==> src/rtl/instr_ctrl_pkg.sv <==
// instr_ctrl_pkg: shared types and constants for the instruction controller.
//   state_t   - controller FSM states
//   OPC_*     - opcode field values (IR[15:13])
//   OP_*      - op field values (IR[12:11]) for ALU and MOV instructions
package instr_ctrl_pkg;

    typedef enum logic [2:0] {
        S_WAIT,
        S_DECODE,
        S_GET_A,
        S_GET_B,
        S_EXEC,
        S_WR_IMM,
        S_WR_REG
    } state_t;

    localparam logic [2:0] OPC_MOV = 3'b110;
    localparam logic [2:0] OPC_ALU = 3'b101;

    localparam logic [1:0] OP_ADD     = 2'b00;
    localparam logic [1:0] OP_CMP     = 2'b01;
    localparam logic [1:0] OP_AND     = 2'b10;
    localparam logic [1:0] OP_MVN     = 2'b11;
    localparam logic [1:0] OP_MOV_IMM = 2'b10;
    localparam logic [1:0] OP_MOV_REG = 2'b00;

endpackage

==> src/rtl/instr_decoder.sv <==
// instr_decoder: purely combinational field extraction from the latched IR.
//   ir      in  16  latched instruction
//   opcode  out  3  IR[15:13]
//   op      out  2  IR[12:11]
//   rn/rd/rm out 3  register fields IR[10:8], IR[7:5], IR[2:0]
//   shift   out  2  IR[4:3]
//   aluop   out  2  IR[12:11]
//   sximm8  out 16  sign-extended IR[7:0]
//   sximm5  out 16  sign-extended IR[4:0]
module instr_decoder (
    input  logic [15:0] ir,
    output logic [2:0]  opcode,
    output logic [1:0]  op,
    output logic [2:0]  rn,
    output logic [2:0]  rd,
    output logic [2:0]  rm,
    output logic [1:0]  shift,
    output logic [1:0]  aluop,
    output logic [15:0] sximm8,
    output logic [15:0] sximm5
);

    assign opcode = ir[15:13];
    assign op     = ir[12:11];
    assign rn     = ir[10:8];
    assign rd     = ir[7:5];
    assign rm     = ir[2:0];
    assign shift  = ir[4:3];
    assign aluop  = ir[12:11];
    assign sximm8 = {{8{ir[7]}}, ir[7:0]};
    assign sximm5 = {{11{ir[4]}}, ir[4:0]};

endmodule

==> src/rtl/instr_controller.sv <==
// instr_controller: latches one instruction and sequences regfile reads/writes
// and datapath load enables over several cycles (Moore FSM, registered outputs).
//   clk, reset        clock, async active-high reset (forces WAIT)
//   s, in             start strobe and instruction, sampled only in WAIT
//   w                 high only in WAIT
//   readnum/writenum  regfile selects; write = regfile write enable
//   loada/b/c/s       load enables; asel/bsel/vsel datapath mux selects
//   shift/aluop/sximm8/sximm5  continuous decodes of IR
// Build option: define INSTR_CONTROLLER_CMP_EN to support CMP (opcode 101,
// op 01). Without it that encoding is illegal and loads is tied to 0.
module instr_controller
    import instr_ctrl_pkg::*;
(
    input  logic        clk,
    input  logic        reset,
    input  logic        s,
    input  logic [15:0] in,
    output logic        w,
    output logic [2:0]  readnum,
    output logic [2:0]  writenum,
    output logic        write,
    output logic        loada,
    output logic        loadb,
    output logic        loadc,
    output logic        loads,
    output logic        asel,
    output logic        bsel,
    output logic        vsel,
    output logic [1:0]  shift,
    output logic [1:0]  aluop,
    output logic [15:0] sximm8,
    output logic [15:0] sximm5
);

    state_t      state, nxt;
    logic [15:0] ir;
    logic [2:0]  opcode, rn, rd, rm;
    logic [1:0]  op;

    instr_decoder u_dec (
        .ir     (ir),
        .opcode (opcode),
        .op     (op),
        .rn     (rn),
        .rd     (rd),
        .rm     (rm),
        .shift  (shift),
        .aluop  (aluop),
        .sximm8 (sximm8),
        .sximm5 (sximm5)
    );

    logic cmp_ok;
`ifdef INSTR_CONTROLLER_CMP_EN
    assign cmp_ok = 1'b1;
`else
    assign cmp_ok = 1'b0;
`endif

    logic is_mov_imm, is_mov_reg, is_alu, is_cmp, is_mvn, is_two_src;
    assign is_mov_imm = (opcode == OPC_MOV) && (op == OP_MOV_IMM);
    assign is_mov_reg = (opcode == OPC_MOV) && (op == OP_MOV_REG);
    assign is_alu     = (opcode == OPC_ALU);
    assign is_cmp     = is_alu && (op == OP_CMP) && cmp_ok;
    assign is_mvn     = is_alu && (op == OP_MVN);
    // Instructions that read both Rn and Rm.
    assign is_two_src = is_alu && ((op == OP_ADD) || (op == OP_AND) || is_cmp);

    always_comb begin
        nxt = S_WAIT;
        case (state)
            S_WAIT:   nxt = s ? S_DECODE : S_WAIT;
            S_DECODE: begin
                if (is_mov_imm)                nxt = S_WR_IMM;
                else if (is_mov_reg || is_mvn) nxt = S_GET_B;
                else if (is_two_src)           nxt = S_GET_A;
                else                           nxt = S_WAIT;
            end
            S_GET_A:  nxt = S_GET_B;
            S_GET_B:  nxt = S_EXEC;
            S_EXEC:   nxt = is_cmp ? S_WAIT : S_WR_REG;
            default:  nxt = S_WAIT;
        endcase
    end

    // Outputs are registered from the next state so each one is a clean
    // function of the state it is presented in. IR is stable in every state
    // whose outputs depend on it (it only changes on the WAIT -> DECODE edge).
    always_ff @(posedge clk or posedge reset) begin
        if (reset) begin
            state    <= S_WAIT;
            ir       <= '0;
            w        <= 1'b1;
            readnum  <= '0;
            writenum <= '0;
            write    <= 1'b0;
            loada    <= 1'b0;
            loadb    <= 1'b0;
            loadc    <= 1'b0;
            asel     <= 1'b0;
            vsel     <= 1'b0;
`ifdef INSTR_CONTROLLER_CMP_EN
            loads    <= 1'b0;
`endif
        end else begin
            state <= nxt;
            if (state == S_WAIT && s) ir <= in;
            w        <= (nxt == S_WAIT);
            readnum  <= (nxt == S_GET_A) ? rn : (nxt == S_GET_B) ? rm : 3'd0;
            writenum <= (nxt == S_WR_IMM) ? rn : (nxt == S_WR_REG) ? rd : 3'd0;
            write    <= (nxt == S_WR_IMM) || (nxt == S_WR_REG);
            loada    <= (nxt == S_GET_A);
            loadb    <= (nxt == S_GET_B);
            loadc    <= (nxt == S_EXEC);
            asel     <= (nxt == S_EXEC) && is_mov_reg;
            vsel     <= (nxt == S_WR_IMM);
`ifdef INSTR_CONTROLLER_CMP_EN
            loads    <= (nxt == S_EXEC) && is_cmp;
`endif
        end
    end

`ifndef INSTR_CONTROLLER_CMP_EN
    assign loads = 1'b0;
`endif

    // B input always comes from the register path in this instruction set.
    assign bsel = 1'b0;

endmodule

==> config.mk <==
export PLATFORM = sky130hd
export DESIGN_NAME = instr_controller
export DESIGN_NICKNAME = d
export VERILOG_FILES = /design/src/rtl/instr_ctrl_pkg.sv /design/src/rtl/instr_decoder.sv /design/src/rtl/instr_controller.sv
export SDC_FILE = /design/constraint.sdc
export NUM_CORES = 1
export LEC_CHECK = 0
export CAP_MARGIN = 20
export CORE_MARGIN = 2
export CORE_UTILIZATION = 38
export CTS_BUF_LIST = sky130_fd_sc_hd__clkbuf_16
export CTS_CLUSTER_SIZE = 40
export DETAILED_ROUTE_END_ITERATION = 16
export GPL_TIMING_DRIVEN = 0
export PLACE_DENSITY = 0.76
export SKIP_CTS_REPAIR_TIMING = 1
export SLEW_MARGIN = 20
export SYNTH_ARGS = -nofsm -noshare
export SYNTH_HDL_FRONTEND = slang
export SYNTH_SLANG_ARGS = --single-unit
==> constraint.sdc <==
create_clock -name clk -period 1.65 [get_ports clk]
set_clock_uncertainty 0.2 [all_clocks]
set_input_delay 0.495 -clock clk [delete_from_list [all_inputs] [get_ports clk]]
set_output_delay 0.495 -clock clk [all_outputs]
set_load 0.05 [all_outputs]
* After elaboration in Yosys (flattened, before gate mapping) *
Index checks and enable logic that the tools add are counted.

word-level totals
  flip-flop bits (word level) = 32
  input port bits = 19
  output and inout bits = 51
  logic and storage cells = 45

cells by class
  eq/ne operators = 13
  mux-type cells = 9
  reduce and logical (&&, ||, !) cells = 12

operators by type and width
  operator            count
  $eq 3x3->1 const B  6
  $mux 3              5
  $pmux 3 s5          1
  $eq 3x2->1 const B  4
  $logic_and 1x1->1   6
  $logic_not 3->1     2
  $eq 2x2->1 const B  2
  $mux 2              2
  $eq 3x1->1 const B  1
  $logic_or 1x1->1    3
  $logic_not 2->1     1
  $mux 1              1

* Longest topological paths before layout *
Gate-level depths: netlist of the first run.

  depth in word-level cells = 10
  depth in mapped cells = 5
  mapped depth without buffers = 4

* By module *
From an unflattened synthesis of the first run, not the netlist that was laid out.

unflattened totals
  cells, all modules = 159
  area total of the unflattened synthesis = 1776.7 µm²

modules (own cells, without submodules)
  module            times used  cells each  area each (µm²)  seq. area each (µm²)
  instr_controller  1           109         1401.3           802.0
  instr_decoder     1           50          375.4            0.0

* Worst setup path before layout of the first run *
No wires, ideal clock.

  path kind = reg-to-reg
  start = reg state[0]
  end = reg ir[10]
  setup time = 0.125 ns
  arrival = 1.458 ns
  required time = 1.325 ns
  setup slack = -0.132 ns
  cell stages (with the launch flop) = 5
  buffers on the path = 2
  period minus slack after synthesis = 1.782 ns
  cell sequence = dfrtp_1 > buf_6 > nor4b_4 > buf_6 > mux2_2

on the way
  word-level cells in the longest chain between the ends = 2

ends and longest elaborated chain
  element                 line                     source
  start, declared         instr_controller.sv:35   state_t state, nxt;
  start signal, assigned  instr_controller.sv:106  state <= nxt;
  $logic_not 3->1         instr_controller.sv:107  if (state == S_WAIT && s) ir <= in;
  $logic_and 1x1->1       instr_controller.sv:107
  end signal, assigned    instr_controller.sv:107
  end, declared           instr_controller.sv:36   logic [15:0] ir;

No other way between the ends.
A chain may end at the register's enable or synchronous reset.

* Worst setup path after layout of the first run *
  start = reg ir[4]
  end = out sximm5[9]

RTL lines
  element        line                    source
  end, declared  instr_controller.sv:32  output logic [15:0] sximm5

No word-level cell between the ends.

==> flow_summary_export.csv, run 1 <==
group,metric,value,unit
floorplanning,start_util,39.6,%
run,max-cap-violations,0,
cts,clock_pin_transition_on_the_worst_setup_and_hold_timing_paths,0.05,ns
layout,share_of_the_core_filled_with_cells,71.8,%
drt,drt-wirelength-per-cell,14.1,um
cts,cts.sinks,32,
drt,vias_per_cell,4.62,
status,result_of_the_run,"complete, but fails checks",
synth,synth_seq_area_share,50.2,%
cts,cts_tree,"yes",
floorplanning,placementRows,23,
cts,cts-htree-levels,2,
setup_path,cp.arrival,1.10,ns
synth,number_of_unique_standard_cell_types_used_by_synthesis,32,
timing,fmax,0.558,GHz
global_route,grt_use_met2,22.5,%
global_route,global_route.usage.met3,4.22,%
placed_design,detailed_place.area,2330,um2
setup_path,crit_path_max_fanout,7,
cts,cts_max_path_buffers,2,
cts,skew_pair_late_insertion_delay,0.27,ns
timing,final.min_clock_period,1.79,ns
timing,slew_headroom,56.9,%
cts,tritoncts.num_buffers,5,
global_route,grt_pass1_wl,4750,um
layout,final_cell_area,2890,um2
timing,post-route-period-util,109,%
global_route,first_global_vias,1037,
hold_path,hold_class,"register to register",
drt,drt_iter0_drc,42,
placed_design,post-dp-hpwl,2320,um
synth,count_of_state_elements_after_synthesis,32,
synth,synthesis.area,1600,um2
timing,timing.final.max_slew_violations,0,
timing,setup_ws,-0.143,ns
setup_path,critPathRequiredTime,0.95,ns
layout,area.growth.synth_to_final,81.2,%
setup_path,path_class,"register to primary output",
cts,clock-root-buffer,"clkbuf_16",
timing,worst_slew_pin_slew,0.645,ns
global_route,grt_start_max_net_pins,33,
drt,ant_nets,0,
timing,rsz_0062_raised_after_global_routing,"true",
synth,synth_warnings,0,
drt,total_via_count_in_the_routed_design,1257,
floorplanning,dieArea,4740,um2
layout,drive_above_1_share,64.0,%
timing,setup-violations-final,46,
floorplanning,die_w,68.8,um
layout,design.final.nets,240,
synth,synth_cells,133,
drt,dr.pass1.iters,4,
drt,route.detailed.drc,0,
placed_design,numPortBuffers,67,
setup_path,setup.worst_path.end_class,"primary output",
placed_design,gp_congestion,0.740,
global_route,grt.overflow.total,0,
setup_path,worstSetupStartpointType,"register",
drt,finalWirelength,3850,um
status,failing_checks,"setup timing",
placed_design,pre_cts_slack,-0.792,ns
floorplanning,coreArea,4030,um2
floorplanning,io_pins,70,
layout,insertedDiodeCount,0,
synth,avgSynthCellArea,12.0,um2
global_route,gr-max-usage-layer,"met2",
global_route,antenna_violations_before_repair,0,
timing,finalHoldViolations,0,
floorplanning,floorplan.die.height,68.8,um
global_route,grt_util_all_layers,13.7,%
global_route,globalRouteMet1Util,17.3,%
-- layer usage --
layer / vias to the layer above / wire length, um
li1: 596 / -
met1: 619 / 1630
met2: 40 / 1990
met3: 2 / 208
met4: 0 / 16
met5: - / 0
-- cell usage in the layout, fill, tap and decap left out, types with 2 or more instances in the layout --
master and count:
buf_6 44, clkdlybuf4s50_1 17, buf_8 33, and3_1 3, and4b_1 2, inv_2 2
o21ai_0 4, a21oi_1 3, nor3b_2 2, nor3_1 2, inv_1 2, nor2_1 3
buf_4 14, mux2_4 10, a22o_1 3, clkbuf_16 5, dfrtp_2 6, nand3_1 3
clkbuf_2 13, conb_1 2, dfrtp_1 25, mux2_2 6, nor2b_1 3
-- final timing paths --
kind / startpoint / endpoint / slack, ns / cells past startpoint
max in group asynchronous: reset / state[2] / 0.35 / 2
hold / removal: ir[9] / writenum[1] / 0.34 / 1
hold reg to reg: ir[9] / writenum[1] / 0.34 / 1
setup / recovery: ir[4] / sximm5[9] / -0.14 / 3
setup reg to reg: state[2] / ir[5] / -0.04 / 4
min in group asynchronous: reset / readnum[1] / 0.44 / 2
-- through the flow --
| step | setup TNS (ns) | hold WS (ns) | std cells |
|---|---|---|---|
| final | -3.33 | 0.337 | 272 |
| after CTS | -41.39 | 0.326 | 259 |
| after detailed placement | -33.54 | 0.313 | 251 |
| after global routing | -5.02 | 0.359 | 272 |
| after global placement | -47.67 | 0.317 | 251 |
| after floorplan | -1.32 | 0.283 | 134 |
-- synth_stat cells --
cell type | count | area, um2
dfrtp_1 | 31 | 776
inv_1 | 1 | 3.75
nand2b_1 | 1 | 6.26
o211ai_1 | 1 | 7.51
nand3_1 | 3 | 15.0
dfstp_2 | 1 | 26.3
and3_1 | 3 | 18.8
buf_6 | 2 | 22.5
a22o_1 | 3 | 26.3
nor3b_1 | 1 | 7.51
o21a_1 | 1 | 7.51
a21oi_1 | 3 | 15.0
or2_2 | 2 | 12.5
o21ai_0 | 4 | 20.0
nor2b_1 | 3 | 18.8
nor3b_2 | 1 | 12.5
conb_1 | 1 | 3.75
mux2_2 | 16 | 180
and3b_1 | 1 | 8.76
nor4b_4 | 1 | 23.8
clkbuf_1 | 1 | 3.75
nor4bb_1 | 1 | 10.0
nor2_1 | 3 | 11.3
nor3_1 | 2 | 10.0
buf_4 | 38 | 285
nor4b_1 | 1 | 8.76
clkbuf_2 | 1 | 5.00
inv_2 | 1 | 3.75
o31ai_1 | 1 | 7.51
a311o_1 | 1 | 10.0
a211o_1 | 1 | 8.76
and4b_1 | 2 | 20.0
-- worst max-delay path: stages, from the launching register on --
cell	delay (ns)
dfrtp_2	0.43
buf_6	0.15
buf_6	0.11
buf_8	0.14
-- kinds of logic (layout without fill, tap and decap cells) --
kind of cell,count (synthesis),in the layout,share of synthesized area [%]
buffers and inverters,44,132,20.3
AOI/OAI and AO/OA,15,15,6.43
muxes,16,16,11.3
DFF,32,32,50.2
other,1,2,0.235
and+or+nand+nor,25,25,11.5
-- flip-flops by register name (all words and copies together), names as in the netlist --
signal    count
asel          1
ir           16
loada         1
loadb         1
loadc         1
readnum       3
state         3
vsel          1
w             1
write         1
writenum      3
-- cell type report --
cell class | count | area, um2
Tap cell | 50 | 62.6
Clock buffer | 5 | 125
Buffer | 41 | 437
Fill cell | 290 | 1140
Inverter | 2 | 7.51
Sequential cell | 32 | 810
Clock inverter | 3 | 12.5
Multi-Input combinational cell | 58 | 532
Timing Repair Buffer | 81 | 907
Power of run 1 is not shown: default switching activity piles up to over one toggle a cycle in this logic, so the estimate is an artifact.
==> run 2, diff against run 1 <==
- CORE_ASPECT_RATIO: not set -> 0.6
==> run 2 against run 1 <==
  * The run still ends with setup timing left
  * Core utilization grew 0.88 points
  * Critical path depth is the same
  * First-iteration DRC count shrank 33%
  * Register-to-register slack lost 0.14 ns
  * Worst setup slack lost 0.052 ns
  * Die area grew 0.35%
  * Worst hold slack gained 0.016 ns
  * Via count grew 2.5%
  * Global-route usage grew 2.1 points
  * Sequential share of layout area shrank 0.58 points
  * Non-clock buffer count grew 5
==> flow_summary_export.csv, run 2 (synthesized netlist as in run 1, its figures left out) <==
group,metric,value,unit
status,result_of_the_run,"complete, but fails checks",
status,failing_checks,"setup timing",
setup_path,slowest_delay,0.45,ns
timing,setup_ws,-0.195,ns
setup_path,crit_top_cell,"buf_6",
global_route,grt_util_all_layers,15.8,%
layout,mostFrequentLayoutCell,"buf_6",
cts,clock-root-buffer,"clkbuf_16",
drt,ant_nets,0,
setup_path,cp.arrival,1.15,ns
global_route,grt.overflow.total,0,
run,max-cap-violations,0,
global_route,grt_pass1_wl,5540,um
layout,insertedDiodeCount,0,
timing,setup-violations-final,52,
cts,tritoncts.num_buffers,5,
global_route,first_global_vias,1124,
setup_path,worstSetupStartpointType,"register",
cts,clock_pin_transition_on_the_worst_setup_and_hold_timing_paths,0.06,ns
setup_path,r2r-start,"state[0]",
setup_path,path_depth,3,
setup_path,crit_path_top_delay_cell,"dfrtp_2",
drt,dr.pass1.iters,4,
placed_design,place.detailed.instances,261,
timing,timing.final.max_slew_violations,0,
timing,finalHoldViolations,0,
cts,cts_max_path_buffers,2,
drt,drt-wirelength-per-cell,15.2,um
layout,register_area,812,um2
timing,post-route-period-util,112,%
layout,multi_input_area,608,um2
timing,slew_headroom,56.1,%
layout,mostFrequentLayoutCells,"buf_6, buf_4, dfrtp_1",
global_route,antenna_violations_before_repair,0,
setup_path,crit_start,"ir[4]",
setup_path,critPathRequiredTime,0.95,ns
drt,total_via_count_in_the_routed_design,1288,
drt,drt_iter0_drc,28,
placed_design,pre_cts_slack,-0.775,ns
setup_path,worstSetupEndpoint,"sximm5[4]",
cts,skew_pair_late_insertion_delay,0.28,ns
drt,route.detailed.drc,0,
setup_path,crit_family,"flip-flops",
layout,drive_above_1_share,70.5,%
setup_path,timing.critical_path.cells,"buf_6 > buf_4 > buf_6",
setup_path,timing.critical_path.buf_inv,3,
placed_design,post-dp-hpwl,2570,um
layout,nFillCells,262,
setup_path,setup.worst_path.end_class,"primary output",
setup_path,path_class,"register to primary output",
setup_path,r2r.worst_path.cells,5,
drt,vias_per_cell,4.49,
floorplanning,floorplan.die.height,54.2,um
setup_path,r2r_slack,-0.18,ns
timing,worst_slew_pin_slew,0.657,ns
timing,fmax,0.542,GHz
placed_design,gp_congestion,0.780,
global_route,grt_start_max_net_pins,33,
setup_path,regToRegEndpoint,"ir[4]",
layout,max_reg_flops,16,
floorplanning,start_util,39.2,%
cts,cts-htree-levels,2,
floorplanning,io_pins,70,
placed_design,numPortBuffers,67,
cts,cts.sinks,32,
floorplanning,die_w,87.7,um
cts,cts_tree,"yes",
floorplanning,placementRows,18,
layout,finalNonFillerCells,287,
layout,area.growth.synth_to_final,85.6,%
hold_path,hold_class,"register to register",
floorplanning,coreArea,4080,um2
layout,design.final.nets,245,
floorplanning,dieArea,4750,um2
setup_path,crit_path_max_fanout,7,
timing,fin_hold_ws,0.353,ns
timing,rsz_0062_raised_after_global_routing,"true",
layout,registers.top_by_ff_count,"ir",
drt,finalWirelength,4360,um
timing,final.min_clock_period,1.85,ns
[run 2: cell types whose count changed in the layout (fill, tap and decap cells not counted), sizes merged]
cell / delta
clkinvlp: +1
buf: +5
bufinv: +1
inv: -2
[run 2: final cells by class]
type / instances / area share [%]
tap: 60 / 2.53
buffer: 40 / 12.8
multi-input combinational: 58 / 20.5
clock buffer: 5 / 4.22
clock inverter: 3 / 1.44
inverter: 2 / 0.253
sequential: 32 / 27.4
timing repair buffer: 87 / 30.8
[run 2: metal layers]
metal	routed length (um)	track usage (%)
met5	0	0
met4	52	5.38
met3	218	4.91
met2	2080	22.0
met1	2010	23.2
[run 2: worst min-delay path by stage]
stage	startpoint	to	slack (ns)	cells after the start
2_1_floorplan	ir[8]	writenum[0]	0.28	1
3_3_place_gp	ir[6]	writenum[1]	0.32	1
3_5_place_dp	ir[5]	writenum[0]	0.32	1
4_1_cts	ir[5]	writenum[0]	0.34	1
5_1_grt	ir[9]	writenum[1]	0.38	1
6_report	ir[9]	writenum[1]	0.35	1
[run 2: through the flow]
stage,setup TNS [ns],util (%),cell area [um2]
after floorplan,-1.32,-,1600
after global placement,-48.75,57.6,2350
after detailed placement,-34.15,57.6,2350
after CTS,-43.32,61.7,2510
after global routing,-7.11,72.7,2960
final,-5.50,72.7,2960
Power of run 2 is left out for the same reason.
==> edit 1, RTL diff (config.mk and constraints of run 2) <==
Re-encode `state_t` (7 states) as one-hot, 7 bits wide.
--- a/src/rtl/instr_ctrl_pkg.sv
+++ b/src/rtl/instr_ctrl_pkg.sv
@@ -4,14 +4,14 @@
 //   OP_*      - op field values (IR[12:11]) for ALU and MOV instructions
 package instr_ctrl_pkg;
 
-    typedef enum logic [2:0] {
-        S_WAIT,
-        S_DECODE,
-        S_GET_A,
-        S_GET_B,
-        S_EXEC,
-        S_WR_IMM,
-        S_WR_REG
+    typedef enum logic [6:0] {
+        S_WAIT   = 7'b0000001,
+        S_DECODE = 7'b0000010,
+        S_GET_A  = 7'b0000100,
+        S_GET_B  = 7'b0001000,
+        S_EXEC   = 7'b0010000,
+        S_WR_IMM = 7'b0100000,
+        S_WR_REG = 7'b1000000
     } state_t;
 
     localparam logic [2:0] OPC_MOV = 3'b110;
Formal check against the unedited RTL: no difference found for any inputs over 10 cycles, from zero or initial values and one cycle with reset high; not proved beyond that.
==> edit 1 against run 2 <==
The run still ends with setup timing left. Routed wire length fell by 5.2%. Sequential cell count increased by 4. Count of clock-buffer cells in the layout stayed put. Area after synthesis up 12%. Setup slack better by 27 ps. Critical path depth increased by 1. Die area increased by 11%. Design area fell by 0.25%. Via count rose by 0.54%.
Power is not shown: default switching activity piles up to over one toggle a cycle in this logic, so the estimate is an artifact.
==> edit 1: results (changes against run 2) <==
stage,metric,value,unit,change
grt,largest net degree at the start of global routing,37,,+12%
yosys,"Seq/Total Area, Yosys",0.5049,,+0.002544
routing,via count,1295,,+0.54%
yosys,synth cell count leaders,"38 x buf_4, 34 x dfrtp_1, 9 x mux2_4",,
place,RePlAce Congestion,0.7943,,+1.9%
outcome,failing checks,setup timing,,
worst_setup_path,CP Class,flip-flop to flip-flop,,
place,HPWL after detailed placement,2721,µm,+5.8%
worst_setup_path,Setup crit end,ir[14],,
grt,vias in the first global route,1200,,+6.8%
worst_setup_path,crit path DAT,1780,ps,+630 ps
yosys,mux contribution to synthesized area,0.1196,,+0.006728
timing,Worst-Margin Slew,731.0,ps,+73.60 ps
routing,initial DRC count,40,,+43%
worst_setup_path,kind of cell adding the most delay to the critical path,simple AND/OR/NAND/NOR gates,,
outcome,outcome,"finished, violations left",,
finish,final net count,252,,+2.9%
worst_setup_path,FF-to-FF Start,state[6],,
yosys,synth top area cells,"dfrtp_1 48%, buf_4 16%, mux2_4 7.6%, mux2_2 4.4%, dfstp_2 2.9%",,
timing,Finish-stage setup viols,57,,+9.6%
finish,fill cell count,337,,+29%
timing,post-route worst setup slack,-168.6,ps,+26.56 ps
worst_hold_path,Hold EP,ir[10],,
yosys,compound-gate portion of the synthesized area,0.06224,,-0.002026
worst_setup_path,Crit Path Max Fanout,10,,+3
worst_hold_path,Hold Startpoint,ir[10],,
place,placed inst area,2542,µm²,+8.4%
worst_setup_path,worst reg-to-reg path cell count,4,,-1
finish,share of layout cells above drive strength 1,0.6667,,-0.03818
yosys,XOR/XNOR Fraction of Synth Area,0.004895,,+0.004895
grt,global-route wire length before repair,5844,µm,+5.5%
finish,Antenna Cells,0,,unchanged
==> edit 1: area by class of cell <==
cell class,instances,area (µm²),area share
sequential,36,917.1,0.3103
clock inverter,3,13.76,0.004657
clock buffer,5,125.1,0.04234
timing repair buffer,84,837.1,0.2832
tap,63,78.83,0.02667
buffer,40,349.1,0.1181
inverter,4,15.01,0.005080
multi-input combinational,62,619.3,0.2096
==> edit 1: through the flow <==
stage | std cells | utilization | setup slack [ps] | hold slack (ps) | setup TNS, ps
global route | 297 | 0.6509 | -222.2 | 361.9 | -7945
detailed placement | 272 | 0.5599 | -622.0 | 321.3 | -27780
finish | 297 | 0.6509 | -168.6 | 347.4 | -5749
CTS | 280 | 0.5905 | -922.0 | 333.3 | -37700
global placement | 272 | 0.5599 | -631.2 | 316.1 | -48070
floorplan | 142 | - | -61.20 | 288.2 | -618.8
==> edit 1: layer usage <==
metal	vias up	track usage	wire length, µm
met5	-	0	0
met4	0	0.06183	31
met3	4	0.08587	419
met2	47	0.1940	1804
met1	604	0.2026	1882
li1	640	-	-
==> edit 2, RTL diff (flow settings as in run 2) <==
Without the edit above. Add a define of `INSTR_CONTROLLER_CMP_EN`.
--- a/src/rtl/instr_controller.sv
+++ b/src/rtl/instr_controller.sv
@@ -8,6 +8,8 @@
 //   shift/aluop/sximm8/sximm5  continuous decodes of IR
 // Build option: define INSTR_CONTROLLER_CMP_EN to support CMP (opcode 101,
 // op 01). Without it that encoding is illegal and loads is tied to 0.
+`define INSTR_CONTROLLER_CMP_EN
+
 module instr_controller
     import instr_ctrl_pkg::*;
 (
Check against the original RTL: not equivalent (a bounded check fails within 4 cycles, from zero or initial values and one cycle with reset high).
==> edit 2 against run 2 <==
The run still ends with setup timing left. Setup slack got worse by 73 ps. Critical path depth rose by 1. Sequential cell count rose by 1. Routed wire length rose by 16%. Die area rose by 1.4%. Area after synthesis rose by 1.5%. Design area rose by 3.9%. Non-clock buffer count rose by 5. Largest cell class unchanged.
Power is not shown: default switching activity piles up to over one toggle a cycle in this logic, so the estimate is an artifact.
==> edit 2: results (changes against run 2) <==
stage,metric,value,unit,change
place,dpl cells,265,,+1.5%
place,Port Buf Inserts,68,,+1.5%
grt,GR Util met3,0.04223,,-0.006847
timing,Finish-stage setup viols,63,,+21%
finish,fill cell count,269,,+2.7%
timing,post-route worst setup slack,-267.9,ps,-72.66 ps
yosys,Cells after Synth,137,,+3.0%
yosys,synth top area cells,"dfrtp_1 49%, buf_4 17%, mux2_2 12%, a22o_2 1.9%, dfstp_2 1.6%",,
worst_setup_path,worst reg-to-reg path cell count,4,,-1
grt,met2 GRT Util,0.2406,,+0.02090
yosys,"Seq/Total Area, Yosys",0.5104,,+0.008074
worst_setup_path,CP Class,flip-flop to flip-flop,,
routing,routed length on met2,2409,µm,+16%
finish,final net count,254,,+3.7%
yosys,synth cell count leaders,"37 x buf_4, 32 x dfrtp_1, 17 x mux2_2",,
finish,Buffers excl. clock,132,,+3.9%
outcome,failing checks,setup timing,,
grt,vias in the first global route,1117,,-0.62%
routing,initial DRC count,26,,-7.1%
finish,Seq/total area,0.2710,,-0.003043
outcome,outcome,"finished, violations left",,
yosys,compound-gate portion of the synthesized area,0.06409,,-0.0001707
finish,Clock-cell share,0.05282,,-0.003764
worst_setup_path,crit path DAT,1940,ps,+790 ps
routing,drt total wl,5062,µm,+16%
==> edit 2: through the flow <==
| step | TNS [ps] | cell area, µm² | hold slack, ps | setup WS (ps) | utilization |
|---|---|---|---|---|---|
| 6_report | -8443 | 3079 | 358.1 | -267.9 | 0.7512 |
| 3_5_place_dp | -34430 | 2424 | 329.9 | -765.0 | 0.5913 |
| 5_1_grt | -10090 | 3079 | 378.2 | -353.6 | 0.7512 |
| 3_3_place_gp | -50280 | 2424 | 320.7 | -766.8 | 0.5913 |
| 4_1_cts | -44230 | 2586 | 352.1 | -961.5 | 0.6310 |
| 2_1_floorplan | -2384 | 1668 | 288.2 | -174.3 | - |
==> edit 2: critical path, cell delays in order (launching register included) <==
cell	delay, ps
dfrtp_1	420
or3b_4	430
or4b_4	540
nor2_4	130
a22o_2	140
==> edit 2: logic make-up after synthesis <==
group	Yosys count
muxes	17
DFF	33
AOI/OAI and AO/OA	15
buffers and inverters	43
other	1
and+or+nand+nor	28
